File: config.mk
export PLATFORM = sky130hd
export DESIGN_NAME = pipe_skid_stage_flat
export DESIGN_NICKNAME = d
export VERILOG_FILES = /design/src/rtl/pipe_skid_stage_pkg.sv /design/src/rtl/pipe_skid_stage_if.sv /design/src/rtl/pipe_skid_stage.sv /design/src/flat_wrapper.sv
export SDC_FILE = /design/constraint.sdc
export NUM_CORES = 1
export LEC_CHECK = 0
export BUFFER_PORTS_ARGS = -buffer_cell sky130_fd_sc_hd__buf_4
export CAP_MARGIN = 20
export CORE_AREA = 2 2 140 211
export CTS_CLUSTER_DIAMETER = 80
export DETAILED_ROUTE_END_ITERATION = 8
export DIE_AREA = 0 0 142 213
export GPL_TIMING_DRIVEN = 0
export PLACE_DENSITY = 0.74
export RECOVER_POWER = 100
export SYNTH_ARGS = -nofsm -noshare
export SYNTH_HDL_FRONTEND = slang
export SYNTH_SLANG_ARGS = --single-unit
File: constraint.sdc
create_clock -name Clk -period 5.7 [get_ports Clk]
set_clock_uncertainty 0.2 [all_clocks]
set_input_delay 0.57 -clock Clk [delete_from_list [all_inputs] [get_ports Clk]]
set_output_delay 0.57 -clock Clk [all_outputs]
set_load 0.005 [all_outputs]
File: src/rtl/pipe_skid_stage_pkg.sv
// Shared definitions for the pipeline boundary registers: occupancy
// state encoding and default field widths used by every stage instance.
package pipe_skid_stage_pkg;

    localparam int CTRL_W_DEF = 8;
    localparam int DATA_W_DEF = 134;
    localparam int CNT_W_DEF  = 16;

    // Occupancy of the boundary register: 0, 1 (main) or 2 (main + skid).
    typedef enum logic [1:0] {
        EMPTY = 2'd0,
        BUSY  = 2'd1,
        FULL  = 2'd2
    } state_t;

endpackage

File: src/rtl/pipe_skid_stage_if.sv
// Valid/ready stage-boundary bus carrying a control field and a payload.
// The master drives valid/ctrl/data; the slave drives ready.
interface pipe_skid_stage_if #(
    parameter int CTRL_W = 8,
    parameter int DATA_W = 134
);
    logic              valid;
    logic              ready;
    logic [CTRL_W-1:0] ctrl;
    logic [DATA_W-1:0] data;

    modport master (output valid, output ctrl, output data, input  ready);
    modport slave  (input  valid, input  ctrl, input  data, output ready);
endinterface

File: src/rtl/pipe_skid_stage.sv
// Pipeline boundary register with a 2-entry skid buffer, synchronous
// flush that squashes held entries, and a saturating stall counter.
// Entry 0 is the head (main) register, entry 1 the skid register.
module pipe_skid_stage
    import pipe_skid_stage_pkg::*;
#(
    parameter int CTRL_W = CTRL_W_DEF,
    parameter int DATA_W = DATA_W_DEF,
    parameter int CNT_W  = CNT_W_DEF
) (
    input  logic               Clk,
    input  logic               Rst_n,
    input  logic               Flush,
    pipe_skid_stage_if.slave   up,
    pipe_skid_stage_if.master  dn,
    output logic [CNT_W-1:0]   StallCount
);

    localparam int MAIN = 0;
    localparam int SKID = 1;

    state_t state_q, state_d;
    logic   ready_q;
    logic   in_fire, out_fire;
    logic   ld_main_in, ld_main_skid, ld_skid_in;

    logic [1:0][CTRL_W-1:0] ctrl_q;
    logic [1:0][DATA_W-1:0] data_q;

    assign in_fire  = up.valid & up.ready;
    assign out_fire = dn.valid & dn.ready;

    // Next occupancy and which register loads what; flush overrides all.
    always_comb begin
        state_d      = state_q;
        ld_main_in   = 1'b0;
        ld_main_skid = 1'b0;
        ld_skid_in   = 1'b0;
        case (state_q)
            EMPTY: begin
                if (in_fire) begin
                    state_d    = BUSY;
                    ld_main_in = 1'b1;
                end
            end
            BUSY: begin
                if (in_fire && out_fire) begin
                    ld_main_in = 1'b1;
                end else if (in_fire) begin
                    state_d    = FULL;
                    ld_skid_in = 1'b1;
                end else if (out_fire) begin
                    state_d = EMPTY;
                end
            end
            FULL: begin
                if (out_fire) begin
                    state_d      = BUSY;
                    ld_main_skid = 1'b1;
                end
            end
            default: state_d = EMPTY;
        endcase
        if (Flush) begin
            state_d      = EMPTY;
            ld_main_in   = 1'b0;
            ld_main_skid = 1'b0;
            ld_skid_in   = 1'b0;
        end
    end

    // Occupancy state; ready is registered so it never depends on dn.ready.
    always_ff @(posedge Clk or negedge Rst_n) begin
        if (!Rst_n) begin
            state_q <= EMPTY;
            ready_q <= 1'b1;
        end else begin
            state_q <= state_d;
            ready_q <= (state_d != FULL);
        end
    end

    // Main and skid entry registers; flush clears control so no stale
    // write enable can survive into a later bubble.
    always_ff @(posedge Clk or negedge Rst_n) begin
        if (!Rst_n) begin
            ctrl_q <= '0;
            data_q <= '0;
        end else if (Flush) begin
            ctrl_q <= '0;
        end else begin
            if (ld_main_in) begin
                ctrl_q[MAIN] <= up.ctrl;
                data_q[MAIN] <= up.data;
            end else if (ld_main_skid) begin
                ctrl_q[MAIN] <= ctrl_q[SKID];
                data_q[MAIN] <= data_q[SKID];
            end
            if (ld_skid_in) begin
                ctrl_q[SKID] <= up.ctrl;
                data_q[SKID] <= up.data;
            end
        end
    end

    // Saturating count of cycles the head is offered but not taken.
    always_ff @(posedge Clk or negedge Rst_n) begin
        if (!Rst_n) begin
            StallCount <= '0;
        end else if (dn.valid && !dn.ready && (StallCount != '1)) begin
            StallCount <= StallCount + 1'b1;
        end
    end

    assign up.ready = ready_q;
    assign dn.valid = (state_q != EMPTY);
    assign dn.ctrl  = dn.valid ? ctrl_q[MAIN] : '0;
    assign dn.data  = data_q[MAIN];

endmodule

File: src/flat_wrapper.sv
// flat-port wrapper written by rule: the top's interface ports become plain ports
module pipe_skid_stage_flat import pipe_skid_stage_pkg::*;
#(
    parameter int CTRL_W = CTRL_W_DEF,
    parameter int DATA_W = DATA_W_DEF,
    parameter int CNT_W  = CNT_W_DEF
)
  (Clk, Rst_n, Flush, StallCount, up_valid, up_ctrl, up_data, up_ready, dn_valid, dn_ctrl, dn_data, dn_ready);
  pipe_skid_stage_if #(.CTRL_W(CTRL_W), .DATA_W(DATA_W)) up_i ();
  pipe_skid_stage_if #(.CTRL_W(CTRL_W), .DATA_W(DATA_W)) dn_i ();
  input  logic Clk;
  input  logic Rst_n;
  input  logic Flush;
  output logic [CNT_W-1:0] StallCount;
  input wire logic [$bits(up_i.valid)-1:0] up_valid;
  input wire logic [$bits(up_i.ctrl)-1:0] up_ctrl;
  input wire logic [$bits(up_i.data)-1:0] up_data;
  output wire logic [$bits(up_i.ready)-1:0] up_ready;
  output wire logic [$bits(dn_i.valid)-1:0] dn_valid;
  output wire logic [$bits(dn_i.ctrl)-1:0] dn_ctrl;
  output wire logic [$bits(dn_i.data)-1:0] dn_data;
  input wire logic [$bits(dn_i.ready)-1:0] dn_ready;
  assign up_i.valid = up_valid;
  assign up_i.ctrl = up_ctrl;
  assign up_i.data = up_data;
  assign up_ready = up_i.ready;
  assign dn_valid = dn_i.valid;
  assign dn_ctrl = dn_i.ctrl;
  assign dn_data = dn_i.data;
  assign dn_i.ready = dn_ready;
  pipe_skid_stage #(.CTRL_W(CTRL_W), .DATA_W(DATA_W), .CNT_W(CNT_W)) u_core (.Clk(Clk), .Rst_n(Rst_n), .Flush(Flush), .up(up_i), .dn(dn_i), .StallCount(StallCount));
endmodule
==> flow_metrics.py, run 1 <==
metrics = {
    "status": {
        "status": "finished, violations left",
        "violations": "capacitance limit, slew limit",
    },
    "min_path": {
        "min_delay_worst_endpoint": "u_core.data_q[165]",
        "hold_start": "up_data[31]",
        "min_path_type": "in2reg",
        "min_path_cells": 2,
    },
    "route": {
        "drc_errors": 0,
        "first_iter_violations": 263,
        "top_layer": "met4",
        "routed_wl_um": 33700,
        "wirelength_met1_um": 12700,
        "ant_nets": 0,
        "wl_met2_um": 17800,
        "routed-wl-met3_um": 1860,
        "num_vias": 9952,
        "vias_per_cell": 5.26,
        "routedWlPerCell_um": 17.8,
        "firstDrtPassIters": 4,
    },
    "worst_setup_path": {
        "crit_type": "reg2reg",
        "endpoint_kind": "flip-flop",
        "regToRegStartpoint": "u_core.state_q[1]",
        "rrSetupSlack_ns": 1.67,
        "startpoint_type": "flip-flop",
        "worst_path_max_delay_cell": "nor4_1",
        "crit_family": "simple AND/OR/NAND/NOR gates",
        "slowest_delay_ns": 1.59,
        "critPathMaxFanout": 10,
        "worst-path-buf-inv": 3,
        "path_cells": "clkbuf_1, nor4_1, clkbuf_1, buf_4, mux2_1",
        "critPathMostFrequentCell": "clkbuf_1",
        "cp.arrival_ns": 4.27,
        "reg2reg_depth": 5,
        "r2r_end": "u_core.data_q[199]",
        "critPathRequiredTime_ns": 5.94,
    },
    "timing": {
        "final.setup.tns_ns": 0,
        "worst_pin_slew_ns": 2.59,
        "slew_violations": 121,
        "relSlewSlack": -0.727,
        "max_freq_mhz": 248,
        "finalSetupViolations": 0,
        "hold_viol_final": 0,
        "rsz0062_at_grt": "false",
        "fin_crit_sh": 0.706,
        "timing.final.crit_period_ns": 4.03,
    },
    "yosys": {
        "synth-edff-count": 0,
        "syn_area_um2": 14000,
        "synthCells": 1178,
        "ys_warn_count": 0,
        "ys_seq_area_frac": 0.540,
        "syn_nets": 1326,
        "synth_ff_type": "dfrtp_1",
        "synth_top_area_frac": 0.538,
        "synth_adder_area_share": 0.000891,
        "synth_top_family_by_area": "multiplexers",
        "yosys.area_share.simple": 0.0257,
        "synth-xor-area-share": 0.00624,
        "avgSynthCellArea_um2": 11.9,
        "yosys.area.top_type": "dfrtp_1",
        "ys_ff_latch": 303,
        "synth_area_leaders": "dfrtp_1 54%, mux2i_1 11%, o21ai_0 9.4%, buf_4 7.8%, mux2_2 6.2%",
        "synth-compound-area-share": 0.111,
        "synth.mux.area_fraction": 0.217,
        "synth.most_common_cell": "dfrtp_1",
        "synth_common_cells": "302 x dfrtp_1, 264 x o21ai_0, 151 x mux2i_1",
        "synth_cell_types": 47,
        "synthArstFlopShare": 1.00,
    },
    "place": {
        "port_buffers": 304,
        "postPlaceCellArea_um2": 16800,
        "dp_hpwl_um": 24700,
        "gp_congestion": 0.838,
    },
    "clocking": {
        "cts_tree": "yes",
        "cts_resized": 0,
        "clock_path_buffers": 3,
        "clk_transition_reported_paths_ns": 0.06,
        "clock-sinks": 303,
        "cts_buffers": 30,
        "clock-root-buffer": "clkbuf_16",
        "h-tree-depth": 1,
        "cts_setup_buffers": 0,
        "insertion_delay_ns": 0.56,
    },
    "final_layout": {
        "syn2layout_area_growth_pct": 26.6,
        "nets": 1665,
        "drive_gt1_frac": 0.374,
        "fillCellCount": 2373,
        "final_cell_area_um2": 17800,
    },
    "power_and_ir_drop": {
        "cellPowerDensity_nw_per_um2": 388,
        "p_int_uw": 5070,
        "power.share.clock": 0.309,
        "pwr-share-comb": 0.256,
        "vdd_drop_max_uv": 261,
        "swShare": 0.265,
        "power.leakage_uw": 0.00842,
        "p_seq_frac": 0.436,
        "switchingPower_uw": 1830,
    },
    "floorplanning": {
        "core_um2": 28400,
        "pin_count": 307,
        "dieArea_um2": 30200,
        "fp.dieW_um": 142,
        "die_height_um": 213,
        "rows": 76,
        "initial_core_util": 0.494,
    },
    "global_routing": {
        "grt_max_degree": 108,
        "antenna_found_initial": 2,
        "grt-ovfl-total": 0,
        "grt_pass1_wl_um": 53600,
        "first_global_vias": 10300,
        "grt_use_total": 0.223,
    },
    "flow_run": {
        "maxCapViolCount": 3,
    },
}
[final cells by class]
| class | instances | area, µm² | share of cell area |
|---|---|---|---|
| clock buffer | 41 | 863 | 0.0485 |
| inverter | 3 | 11.3 | 0.000633 |
| clock inverter | 14 | 209 | 0.0117 |
| sequential | 303 | 7580 | 0.426 |
| tap | 351 | 439 | 0.0247 |
| buffer | 215 | 1350 | 0.0761 |
| timing repair buffer | 307 | 2280 | 0.128 |
| multi-input combinational | 657 | 5040 | 0.283 |
| antenna | 2 | 5.00 | 0.000281 |
[metal layers]
layer	track usage	up-vias
met3	0.0446	68
li1	-	4703
met5	0	-
met1	0.261	4928
met2	0.398	253
met4	0.0917	0
[kinds of logic (layout without fill, tap and decap cells)]
logic type	after synthesis	after routing
compound gates	293	293
xor+xnor	10	10
fa+ha+maj	1	1
buf+inv	218	580
flops	303	303
mux	288	288
other cells	0	2
simple gates	65	65
[timing repair]
action | 4_1_cts | 5_1_grt
hold buffers | 1 | 0
setup endpoints to repair | 0 | 0
hold endpoints to repair | 102 | 0
[power by group through the flow]
stage	clock (µW)	combinational [µW]	sequential [µW]
5_1_grt	2260	1950	3080
2_1_floorplan	0	1080	2960
6_report	2130	1760	3000
3_3_place_gp	0	1780	3010
4_1_cts	2180	1840	3010
3_5_place_dp	0	1830	3050
[layout by cell type, fill, tap and decap left out, types with 8 or more instances in the layout]
| cell type | count |
|---|---|
| a211oi_1 | 8 |
| buf_2 | 14 |
| buf_4 | 286 |
| clkbuf_1 | 81 |
| clkbuf_16 | 31 |
| clkbuf_4 | 140 |
| dfrtp_1 | 302 |
| mux2_1 | 60 |
| mux2_2 | 77 |
| mux2i_1 | 151 |
| nor2_1 | 20 |
| nor2b_1 | 8 |
| nor3_1 | 8 |
| o21ai_0 | 269 |
[state kept, by name, summed over array words and instances (netlist names)]
| register | count |
|---|---|
| u_core.dn.data | 134 |
| u_core.StallCount | 16 |
| u_core.data_q | 134 |
| u_core.ctrl_q | 16 |
| u_core.state_q | 2 |
| u_core.up.ready | 1 |
[how the worst max path moves through the flow]
| stage | from | end | depth (start not counted) | slack (ns) |
|---|---|---|---|---|
| after global routing | u_core.state_q[1] | u_core.data_q[223] | 5 | 1.41 |
| final | u_core.state_q[1] | u_core.data_q[199] | 5 | 1.67 |
| after global placement | Rst_n | u_core.dn.data[57] | 1 | 1.17 |
| after detailed placement | Flush | u_core.dn.data[102] | 6 | 2.59 |
| after CTS | u_core.state_q[1] | dn_ctrl[0] | 5 | 2.83 |
| after floorplan | dn_ready | u_core.data_q[164] | 6 | 3.45 |
[per-stage QoR]
step | util | power (µW) | cells | worst slack, ns | hold slack (ns)
after floorplan | - | 4040 | 1178 | 3.45 | 0.0744
after global placement | 0.590 | 4790 | 1833 | 1.17 | 0.266
after detailed placement | 0.592 | 4880 | 1835 | 2.59 | 0.274
after CTS | 0.630 | 7030 | 1891 | 2.83 | 0.00449
after global routing | 0.625 | 7290 | 1893 | 1.41 | 0.0166
final | 0.625 | 6900 | 1893 | 1.67 | 0.0297
Note: power is estimated with default switching activity, not from simulation.
==> inputs of run 2 (changes only) <==
Settings changed: ABC_AREA set to 1, CORE_AREA 2 2 140 211 to 2 2 141 212, DIE_AREA 0 0 142 213 to 0 0 143 214, PLACE_DENSITY 0.74 to 0.76.
Clock period 5.7 ns to 3.6 ns, I/O delays scaled along.
==> run 2 against run 1 <==
Effect of this change: the run now ends clean; sequential power is 52% higher; highest routed layer unchanged; cell count rose by 37%; combinational power grew 53%.
==> flow_metrics.py, run 2 <==
metrics = {
    "global_routing": {
        "grt_use_total": 0.269,
        "grt_pass1_wl_um": 66300,
        "antenna_found_initial": 9,
        "first_global_vias": 13300,
        "grt_max_degree": 122,
        "grt-ovfl-total": 0,
    },
    "worst_setup_path": {
        "regToRegStartpoint": "u_core.up.ready",
        "worst-path-buf-inv": 4,
        "critPathMostFrequentCell": "nand2_1",
        "crit_type": "in2reg",
        "crit_start": "dn_ready",
        "critPathRequiredTime_ns": 3.88,
        "rrSetupSlack_ns": 0.76,
        "critPathMaxFanout": 10,
        "slowest_delay_ns": 0.53,
        "endpoint_kind": "flip-flop",
        "cp.arrival_ns": 3.17,
        "crit_family": "simple AND/OR/NAND/NOR gates",
        "worst_path_max_delay_cell": "dlygate4sd3_1",
        "startpoint_type": "input pin",
        "path_cells": "dlygate4sd3_1, clkbuf_1, nor2_1, nor2_8, nand2_1, nand2_1, inv_6, clkbuf_1, nand2_1, nand2_1",
        "reg2reg_depth": 8,
        "r2r_end": "u_core.data_q[255]",
        "path_depth": 10,
    },
    "yosys": {
        "yosys.area.top_type": "dfrtp_1",
        "synth.most_common_cell": "nand2_1",
        "synth_top_family_by_area": "buffers and inverters",
        "synth_top_area_frac": 0.533,
        "syn_area_um2": 14200,
        "synth.mux.area_fraction": 0,
        "synth-compound-area-share": 0.153,
        "synthArstFlopShare": 1.00,
        "synth_ff_type": "dfrtp_1",
        "avgSynthCellArea_um2": 8.39,
        "synth_adder_area_share": 0.000883,
        "synth-xor-area-share": 0.00494,
        "synth_common_cells": "340 x nand2_1, 302 x dfrtp_1, 229 x o21ai_0",
        "syn_nets": 1838,
        "synth_area_leaders": "dfrtp_1 53%, nand2_1 9.0%, o21ai_0 8.1%, buf_4 7.2%, a21oi_1 4.8%",
        "synth-edff-count": 0,
        "ys_ff_latch": 303,
        "yosys.area_share.simple": 0.152,
        "ys_seq_area_frac": 0.535,
        "synth_cell_types": 32,
        "ys_warn_count": 0,
        "synthCells": 1690,
    },
    "power_and_ir_drop": {
        "cellPowerDensity_nw_per_um2": 546,
        "vdd_drop_max_uv": 474,
        "fin_total_pwr_uw": 10600,
        "power.leakage_uw": 0.0101,
    },
    "route": {
        "num_vias": 13000,
        "firstDrtPassIters": 5,
        "routed_wl_um": 41400,
        "vias_per_cell": 5.00,
        "first_iter_violations": 549,
        "ant_nets": 0,
        "routedWlPerCell_um": 15.9,
        "drc_errors": 0,
    },
    "final_layout": {
        "syn2layout_area_growth_pct": 36.9,
        "utilization": 0.678,
        "drive_gt1_frac": 0.246,
        "nets": 2323,
        "final_cell_area_um2": 19400,
        "regArea_um2": 7580,
        "mostFrequentLayoutCells": "345 x nand2_1, 302 x dfrtp_1, 281 x buf_4",
        "multi_input_comb_area_um2": 4350,
        "final_common_cell": "nand2_1",
        "fillCellCount": 2245,
    },
    "timing": {
        "timing.final.crit_period_ns": 2.89,
        "max_freq_mhz": 347,
        "slew_violations": 0,
        "holdWs_ns": 0.104,
        "hold_viol_final": 0,
        "finalSetupViolations": 0,
        "fin_crit_sh": 0.801,
        "worst_pin_slew_ns": 0.772,
        "rsz0062_at_grt": "false",
        "relSlewSlack": 0.485,
    },
    "place": {
        "port_buffers": 306,
        "dp_hpwl_um": 27100,
        "gp_congestion": 0.855,
        "postPlaceCellArea_um2": 17000,
    },
    "clocking": {
        "insertion_delay_ns": 0.56,
        "cts_buffers": 30,
        "clock_path_buffers": 3,
        "cts_tree": "yes",
        "h-tree-depth": 1,
        "clk_transition_reported_paths_ns": 0.06,
        "clock-root-buffer": "clkbuf_16",
        "clock-sinks": 303,
        "cts_resized": 0,
    },
    "status": {
        "status": "finished clean",
    },
    "floorplanning": {
        "die_height_um": 214,
        "dieArea_um2": 30600,
        "initial_core_util": 0.495,
        "pin_count": 307,
        "rows": 76,
        "core_um2": 28600,
        "fp.dieW_um": 143,
    },
    "min_path": {
        "hold_start": "up_valid",
        "min_path_type": "in2reg",
        "min_path_cells": 5,
        "min_delay_worst_endpoint": "u_core.state_q[0]",
    },
    "flow_run": {
        "maxCapViolCount": 0,
    },
}
[run 2: cell type report]
cell class                      instances  share of cell area
Sequential cell                       303               0.391
Multi-Input combinational cell        982               0.224
Timing Repair Buffer                  453               0.194
Buffer                                223              0.0748
Clock buffer                           36              0.0414
Inverter                              182              0.0355
Tap cell                              390              0.0251
Clock inverter                         20              0.0127
Antenna cell                           10             0.00129
[run 2: metal layers]
| metal | up-vias | GRT usage | routed length (µm) |
|---|---|---|---|
| met1 | 6172 | 0.309 | 15600 |
| li1 | 6187 | - | - |
| met3 | 152 | 0.0481 | 2340 |
| met4 | 0 | 0.141 | 2200 |
| met2 | 481 | 0.471 | 21200 |
| met5 | - | 0 | 0 |
[run 2: what timing repair did]
item | CTS | global route
setup buffers | 0 | 0
hold endpoints to repair | 383 | 0
hold buffers | 145 | 0
[run 2: kinds of logic (layout without fill, tap and decap cells)]
logic type | after synthesis | after routing
simple gates | 542 | 542
compound gates | 431 | 431
buf+inv | 405 | 914
flops | 303 | 303
xor+xnor | 8 | 8
fa+ha+maj | 1 | 1
other cells | 0 | 10
[run 2: report_power, final]
group	switching (µW)	total, µW	internal [µW]	leakage [µW]
combinational	1270	2690	1420	0.00617
sequential	369	4560	4190	0.00342
clock	1390	3350	1960	0.000497
[run 2: how the worst max path moves through the flow]
stage	end
after floorplan	u_core.dn.data[57]
after global placement	u_core.dn.data[117]
after detailed placement	u_core.dn.data[19]
after CTS	u_core.dn.data[19]
after global routing	u_core.data_q[255]
final	u_core.dn.data[45]
[run 2: metrics by stage]
step / cells / setup TNS (ns) / setup slack, ns
finish: 2599 / 0 / 0.715
global route: 2598 / 0 / 0.566
CTS: 2589 / 0 / 1.26
detailed placement: 2388 / 0 / 1.29
global placement: 2386 / -198.49 / -0.704
floorplan: 1690 / 0 / 1.78
[run 2: tightest hold or removal path, stage by stage]
cell     delay [ns]
buf_4          0.08
nand2_1        0.06
nor2_1         0.09
o21ai_0        0.10
a21oi_1        0.13
==> inputs of run 3 (changes only) <==
Settings changed: PLACE_DENSITY 0.76 to 0.73.
Clock period 3.6 ns to 2.8 ns, I/O delays scaled along.
==> run 3 against run 2 <==
Effect of this change: routed wire length down 3.3%; power increased by 25%; register-to-register slack worse by 0.44 ns; utilization fell by 0.23 points; critical endpoint is now u_core.dn.data[44]; largest cell class unchanged.
==> flow_metrics.py, run 3 (synthesis results as in run 2) <==
metrics = {
    "status": {
        "status": "finished clean",
    },
    "final_layout": {
        "syn2layout_area_growth_pct": 36.5,
        "final_common_cell": "nand2_1",
        "drive_gt1_frac": 0.241,
        "instances_no_fill": 2592,
        "nets": 2323,
        "mostFrequentLayoutCells": "342 x nand2_1, 302 x dfrtp_1, 281 x buf_4",
    },
    "flow_run": {
        "maxCapViolCount": 0,
    },
    "route": {
        "vias_per_cell": 4.92,
        "first_iter_violations": 673,
        "num_vias": 12800,
        "drc_errors": 0,
        "routedWlPerCell_um": 15.4,
        "routed_wl_um": 40000,
        "ant_nets": 0,
        "firstDrtPassIters": 6,
    },
    "clocking": {
        "cts_setup_buffers": 0,
        "h-tree-depth": 1,
        "clock_path_buffers": 3,
        "cts_resized": 0,
        "clock-root-buffer": "clkbuf_16",
        "cts_hold_buf": 146,
        "cts_buffers": 29,
        "clk_transition_reported_paths_ns": 0.06,
        "cts_tree": "yes",
        "insertion_delay_ns": 0.55,
        "clock-sinks": 303,
    },
    "floorplanning": {
        "core_um2": 28600,
        "die_height_um": 214,
        "fp.dieW_um": 143,
        "initial_core_util": 0.495,
        "dieArea_um2": 30600,
        "pin_count": 307,
        "rows": 76,
    },
    "place": {
        "port_buffers": 306,
        "gp_congestion": 0.846,
        "placed_cells": 2388,
        "dp_hpwl_um": 27200,
    },
    "timing": {
        "timing.final.crit_period_ns": 2.48,
        "finalSetupViolations": 0,
        "final.setup.tns_ns": 0,
        "max_freq_mhz": 403,
        "hold_viol_final": 0,
        "worst_pin_slew_ns": 0.672,
        "fin_crit_sh": 0.886,
        "slew_violations": 0,
        "relSlewSlack": 0.552,
        "rsz0062_at_grt": "false",
    },
    "global_routing": {
        "first_global_vias": 13100,
        "antenna_found_initial": 6,
        "grt-ovfl-total": 0,
        "grt_pass1_wl_um": 64700,
        "grt_use_total": 0.262,
        "grt_max_degree": 114,
    },
    "worst_setup_path": {
        "critPathRequiredTime_ns": 3.08,
        "endpoint_kind": "flip-flop",
        "crit_type": "reg2reg",
        "regToRegStartpoint": "u_core.state_q[0]",
        "cp.arrival_ns": 2.76,
        "critPathMaxFanout": 10,
        "rrSetupSlack_ns": 0.32,
        "reg2reg_depth": 8,
        "r2r_end": "u_core.dn.data[44]",
        "startpoint_type": "flip-flop",
    },
    "min_path": {
        "min_path_type": "in2async",
    },
    "power_and_ir_drop": {
        "cellPowerDensity_nw_per_um2": 685,
        "power.leakage_uw": 0.0101,
        "vdd_drop_max_uv": 799,
    },
}
-- run 3: final cells by class --
class,instances,area (µm²)
Inverter,182,688
Clock buffer,42,855
Multi-Input combinational cell,982,4390
Clock inverter,10,108
Timing Repair Buffer,454,3780
Fill cell,2258,9280
Antenna cell,6,15.0
Tap cell,390,488
Buffer,223,1430
Sequential cell,303,7580
-- run 3: power by group --
part / leakage (µW) / internal, µW / switching (µW)
registers: 0.00342 / 5390 / 462
clock network: 0.000481 / 2300 / 1700
logic: 0.00616 / 1810 / 1590
total: 0.0101 / 9490 / 3760
-- run 3: per-layer routing --
metal | track usage | wire length [µm]
met1 | 0.308 | 15400
met2 | 0.462 | 20500
met3 | 0.0378 | 2160
met4 | 0.129 | 2030
met5 | 0 | 0
-- run 3: worst max-delay path by stage --
stage / from / to / slack (ns) / cells after the start
after global routing: u_core.state_q[0] / u_core.StallCount[14] / 0.21 / 7
after detailed placement: u_core.up.ready / u_core.dn.data[19] / 0.51 / 9
after global placement: Rst_n / u_core.dn.data[119] / -1.43 / 1
after floorplan: u_core.up.ready / u_core.dn.data[57] / 0.98 / 9
final: u_core.state_q[0] / u_core.dn.data[44] / 0.32 / 8
after CTS: u_core.up.ready / u_core.dn.data[19] / 0.49 / 9
-- run 3: per-stage QoR --
step	util	hold slack [ns]	setup slack (ns)	total power, µW	area (µm²)
floorplan	-	-0.216	0.976	7700	14200
global placement	0.593	0.253	-1.43	9090	17000
detailed placement	0.595	0.105	0.513	9230	17000
CTS	0.679	0.0528	0.487	13400	19400
global route	0.676	0.155	0.211	14000	19300
finish	0.676	0.0808	0.319	13300	19300
-- run 3: worst max-delay path, cell delays in order, from the launching register on --
cell	delay (ns)
dfrtp_1	0.38
inv_1	0.07
nor2_1	0.44
nor2_8	0.14
nand2_8	0.14
buf_2	0.35
clkbuf_1	0.37
o21ai_0	0.20
nand2_1	0.11
